===== config.mk =====
export PLATFORM = sky130hd
export DESIGN_NAME = cache_arbiter
export DESIGN_NICKNAME = d
export VERILOG_FILES = /design/src/rtl/cache_arbiter.sv
export SDC_FILE = /design/constraint.sdc
export NUM_CORES = 1
export LEC_CHECK = 0
export BUFFER_PORTS_ARGS = -buffer_cell sky130_fd_sc_hd__buf_2
export CORE_AREA = 3 3 535 537
export CTS_CLUSTER_SIZE = 28
export DETAILED_ROUTE_END_ITERATION = 7
export DIE_AREA = 0 0 538 540
export PLACE_DENSITY = 0.3
export SLEW_MARGIN = 15
export SYNTH_ARGS = -nofsm -noshare
export SYNTH_HDL_FRONTEND = slang
export SYNTH_SLANG_ARGS = --single-unit

===== constraint.sdc =====
create_clock -name clk -period 3.2 [get_ports clk]
set_input_delay 0.64 -clock clk [delete_from_list [all_inputs] [get_ports clk]]
set_output_delay 0.64 -clock clk [all_outputs]
set_load 0.05 [all_outputs]

===== src/rtl/cache_arbiter.sv =====
`default_nettype none
// ============================================================================
// Module      : cache_arbiter
// Description : Shares one physical-memory port between the I-cache and the
//               D-cache. One requester is granted at a time. Ties alternate
//               between the two requesters. The granted command is forwarded
//               to memory and the memory response is routed back to it.
// Revision    : 1.0 - initial release
// ============================================================================
module cache_arbiter #(
  parameter int addr_width = 32,
  parameter int line_width = 256
) (
  input  logic                  clk,
  input  logic                  reset,

  // Instruction cache
  input  logic                  i_read,
  input  logic [addr_width-1:0] i_address,
  output logic [line_width-1:0] i_rdata,
  output logic                  i_resp,

  // Data cache
  input  logic                  d_read,
  input  logic                  d_write,
  input  logic [addr_width-1:0] d_address,
  input  logic [line_width-1:0] d_wdata,
  output logic [line_width-1:0] d_rdata,
  output logic                  d_resp,

  // Physical memory
  output logic                  pmem_read,
  output logic                  pmem_write,
  output logic [addr_width-1:0] pmem_address,
  output logic [line_width-1:0] pmem_wdata,
  input  logic [line_width-1:0] pmem_rdata,
  input  logic                  pmem_resp
);

  typedef enum logic [1:0] {
    IDLE    = 2'd0,
    SERVE_I = 2'd1,
    SERVE_D = 2'd2
  } state_t;

  // last_grant encoding: 0 = I-cache, 1 = D-cache
  localparam logic GRANT_I = 1'b0;
  localparam logic GRANT_D = 1'b1;

  state_t state;
  state_t state_next;
  logic   last_grant;
  logic   last_grant_next;

  logic   pend_i;
  logic   pend_d;

  // A D request is a read, a write-back, or both; I only ever reads
  assign pend_i = i_read;
  assign pend_d = d_read | d_write;

  // Read data goes to both caches unconditionally; only the resp pulse qualifies it
  assign i_rdata = pmem_rdata;
  assign d_rdata = pmem_rdata;

  // State and fairness register; reset forces IDLE and makes D win the first tie
  always_ff @(posedge clk or posedge reset) begin
    if (reset) begin
      state      <= IDLE;
      last_grant <= GRANT_I;
    end else begin
      state      <= state_next;
      last_grant <= last_grant_next;
    end
  end

  // Grant selection, transaction completion/abort, and command/response routing
  always_comb begin
    state_next      = state;
    last_grant_next = last_grant;
    pmem_read       = 1'b0;
    pmem_write      = 1'b0;
    pmem_address    = '0;
    pmem_wdata      = '0;
    i_resp          = 1'b0;
    d_resp          = 1'b0;

    case (state)
      IDLE: begin
        // No command is driven here and a stray pmem_resp is simply ignored
        if (pend_i && pend_d) begin
          // Tie: hand the port to whoever did not have it last
          if (last_grant == GRANT_I) begin
            state_next      = SERVE_D;
            last_grant_next = GRANT_D;
          end else begin
            state_next      = SERVE_I;
            last_grant_next = GRANT_I;
          end
        end else if (pend_i) begin
          state_next      = SERVE_I;
          last_grant_next = GRANT_I;
        end else if (pend_d) begin
          state_next      = SERVE_D;
          last_grant_next = GRANT_D;
        end
      end

      SERVE_I: begin
        pmem_read    = i_read;
        pmem_address = i_address;
        i_resp       = pmem_resp;
        // Completion, or the I-cache withdrew its request (abort, no resp)
        if (pmem_resp || !pend_i) begin
          state_next = IDLE;
        end
      end

      SERVE_D: begin
        // A write-back takes precedence when read and write are both raised
        pmem_write   = d_write;
        pmem_read    = d_read & ~d_write;
        pmem_address = d_address;
        pmem_wdata   = d_wdata;
        d_resp       = pmem_resp;
        if (pmem_resp || !pend_d) begin
          state_next = IDLE;
        end
      end

      default: begin
        state_next = IDLE;
      end
    endcase
  end

endmodule
`default_nettype wire


== Word-level counts from Yosys, hierarchy flattened ==
Cells that the tools add are included.

* Equality and inequality tests: 5
* Muxes and demuxes: 17
* Bitwise logic cells: 3
* Reductions and logical operators: 9

{| class="wikitable"
|+ Operator list
! operator !! count
|-
| 256-bit two-way mux || 1
|-
| 32-bit case mux with 2 select lines || 1
|-
| 2-bit two-way mux || 6
|-
| 1-bit two-way mux || 7
|-
| 2-bit case mux with 3 select lines || 1
|-
| 2-bit inequality test, second input constant || 2
|-
| 4-bit inequality test, second input constant || 1
|-
| 3-bit AND reduction || 1
|-
| 3-bit nonzero test || 1
|-
| 2-bit by 1-bit == test with 1-bit output, second input constant || 1
|-
| 2-bit == test, second input constant || 1
|-
| 1-bit logical NOT || 2
|-
| 2-bit logical NOT || 1
|-
| 1-bit logical OR || 2
|-
| 1-bit case mux with 2 select lines || 1
|-
| 2-bit AND reduction || 1
|-
| 1-bit AND || 1
|-
| 1-bit logical AND || 1
|-
| 1-bit inverter || 1
|-
| 1-bit OR || 1
|}

* Flip-flop bits (word level): 3
* Bits of input ports: 582
* Output and inout port bits: 804
* Logic and storage cells: 36

== Depth between registers and ports, before layout ==
* Depth in word-level cells: 5
* Depth in mapped cells: 7
* Gate-level depth less buffers: 5

== Worst setup path after synthesis ==
OpenSTA, ideal clock, no wires.

* Path kind: reg2out
* From: reg state[0]
* To: out pmem_address[10]
* Data arrival time: 1761 ps
* Data required time: 2560 ps
* Setup slack: 799 ps
* Cell stages (with the launch flop): 7
* Path buffers: 2
* Cells stage by stage: dfrtp_1 > inv_1 > ha_1 > buf_4 > buf_2 > a22oi_1 > nor2b_1

* Cells in the longest elaborated chain, start to end: 2
* Elaborated cells between the ends (all ways): 3
* Those cells by class: eq/ne: 2; mux: 1

{| class="wikitable"
|+ Ends and longest elaborated chain
! item !! line !! RTL
|-
| start, declared || 50 || <nowiki>state_t state;</nowiki>
|-
| start signal, assigned || 72 || <nowiki>state <= state_next;</nowiki>
|-
| 2-bit == test / 2-bit by 1-bit == test with 1-bit output (equally long branches) || 88 || <nowiki>case (state)</nowiki>
|-
| 32-bit case mux with 2 select lines (*) || 88 ||
|-
| end, declared || 34 || <nowiki>output logic [addr_width-1:0] pmem_address,</nowiki>
|}

Mark *: on every way between the ends. The rest lies on a longest branch, timed or not.

== Worst setup path after layout ==
* From: reg state[0]
* To: out pmem_read

* Cells in the longest elaborated chain, start to end: 2
* Elaborated cells between the ends (all ways): 3
* Those cells by class: eq/ne: 2; mux: 1

{| class="wikitable"
|+ Ends and longest elaborated chain
! item !! line !! RTL
|-
| 2-bit == test / 2-bit by 1-bit == test with 1-bit output (equally long branches) || 88 ||
|-
| 1-bit case mux with 2 select lines (*) || 88 ||
|-
| end, declared || 32 || <nowiki>output logic pmem_read,</nowiki>
|}

Marks and branches as above.

==> reports/metrics.yaml <==
crit_path_max_incr_delay_ns: 0.40
regArea_sq_um: 75.1
crit_type: "reg2out"
dp_hpwl_microns: 168000
r2r_cells: 6
maxSlewViolCount: 0
synthFlopType: "dfrtp_1"
fin_crit_sh_pct: 85.1
grt_pass1_vias: 6700
die_w_microns: 538
synth_seq_area_share_pct: 1.18
netlist_instances: 904
initial_utilization_pct: 2.25
vias: 7107
path_cells: "inv_1 > ha_4 > buf_4 > nand2_1 > o21ai_1 > and2_1 > buf_2"
ir_drop_v: 0.000466
ys_async_sr_fraction_pct: 100
ios: 1386
fin_tns_setup_ns: 0
worst_pin_slew_ns: 0.576
die_h_microns: 540
cp_max_fo: 12
multi_input_area_sq_um: 2230
fill_cells: 33800
clockBufferDepth: 2
cts_made_buffers: 3
clkLatencyLatePin_ns: 0.23
yosys_warnings: 0
reg2reg_slack_ns: 1.56
start_kind: "flop"
grt_max_degree: 88
drt-vias-per-instance: 1.50
htree_levels: 1
routed_wl_microns: 174000
fmax_mhz: 367
r2r_end: "state[0]"
finalSetupViolations: 0
grt_pass1_wl_microns: 190000
drive_above_1_share_pct: 64.2
synth_area_sq_um: 6340
synth_most_common_cell: "buf_4"
clkTransAtPathRegs_ns: 0.03
std_cell_rows: 195
place_congestion: 0.854
synth_commonest_cells: "buf_4, and2_1, a22oi_1, nor2b_1, clkbuf_2"
synth_edf_count: 0
synthesis.nets: 1489
p_leak_nw: 4.09
clockRootBuffer: "clkbuf_16"
powerDensity_nw_per_um2: 859
avgSynthCellArea_sq_um: 7.01
numClockSinks: 3
grt_overflow: 0
fin_total_pwr_mw: 9.94
synth_top_area_share_pct: 60.9
cp.required_ns: 2.56
rsz0062_at_grt: "no"
dr.pass1.iters: 5
crit_family: "buffers and inverters"
fin_crit_ns: 2.72
cts_setup_buffers: 0
antenna_found_initial: 196
hp-class: "in2async"
final_nets: 1567
avgRoutedWirePerCell_microns: 36.7
hold_buffers: 0
ant_nets: 0
drt_iter0_drc: 421
crit-reg2reg-launch: "state[1]"
hold_viol_final: 0
yosysTopAreaCell: "buf_4"
worst-path-buf-inv: 3
core_sq_um: 282000
ys_ff_latch: 3
tritoncts: "yes"
max_slew_margin_pct: 61.6
ys_types: 22
crit_path_end_kind: "output pin"
cts_resized: 0
dieArea_sq_um: 291000
drc: 0
grt.total_usage_pct: 11.5
synthTopCellsByArea: "buf_4, and2_1, a22oi_1"
cap_violations: 0
io_buffers: 617
outcome: "complete, no violations"
cp.arrival_ns: 2.08
clock_skew_ns: 0.000486
critPathSlowestCell: "dfrtp_1"
area_growth_pct: 82.4
-- sequential cells by signal, summed over array words and instances, names as in the netlist --
signal	count
last_grant	1
state	2
-- area by class of cell --
cell class	count	area share, %
inverters	3	0.0974
flip-flops and latches	3	0.649
multi-input cells	347	19.3
well taps	3743	40.5
repair buffers	624	38.2
clock buffers	4	0.682
diodes	24	0.519
-- cells in the final DEF, fill, tap and decap left out --
master,synthesis,routed
nand2b_1,2,2
nor2_1,1,1
nand2_1,4,4
clkbuf_1,10,1
a22oi_1,32,32
a21o_1,1,1
buf_12,0,86
ha_4,0,1
o2bb2ai_1,1,1
and2_1,261,261
buf_2,7,535
a21oi_1,2,2
buf_4,514,3
inv_1,3,3
o21bai_1,1,1
diode_2,0,24
dfrtp_1,3,3
ha_2,0,2
nand3_1,2,2
nor2b_1,32,32
clkbuf_16,0,3
o221ai_1,1,1
o21ai_0,2,2
o21ai_1,2,2
-- how the worst max path moves through the flow --
stage / start / end / slack [ns] / cells past startpoint
after floorplan: state[0] / pmem_address[10] / 0.80 / 6
after global placement: state[0] / pmem_read / 0.67 / 7
after detailed placement: state[0] / pmem_read / 0.64 / 7
after CTS: state[0] / pmem_read / 0.39 / 7
after global routing: state[0] / pmem_read / 0.28 / 7
final: state[0] / pmem_read / 0.48 / 7
-- kinds of logic (layout without fill, tap and decap cells) --
kind of cell               after synthesis  count (layout)  synth area share [%]
AOI/OAI and AO/OA                       42              42                  4.78
adders and majority gates                3               3                 0.592
buffers and inverters                  554             631                  63.9
DFF                                      3               3                  1.18
other                                    0              24                     0
and+or+nand+nor                        302             302                  29.6
-- metrics by stage --
stage	cells	cell area (sq um)	util, %	setup WS [ns]	hold slack [ns]
3_5_place_dp	4720	11400	4.05	0.635	0.523
4_1_cts	4724	11500	4.08	0.386	0.282
3_3_place_gp	4720	11400	4.05	0.667	0.498
2_1_floorplan	904	6340	-	0.799	0.394
5_1_grt	4734	11500	4.09	0.280	0.293
6_report	4748	11600	4.10	0.477	0.284
-- layer usage --
metal / wire length, microns / track usage, % / vias up
li1: - / - / 2431
met3: 58100 / 17.4 / 591
met2: 75600 / 18.0 / 1330
met5: 315 / 0 / -
met4: 8010 / 3.92 / 48
met1: 32200 / 6.33 / 2707
-- report_power, final --
part	switching [mW]	total (mW)	internal [mW]
sequential	0.0182	0.0750	0.0568
combinational	7.11	9.66	2.55
clock	0.0371	0.202	0.165
No activity file was read; power rests on OpenSTA's default activity.
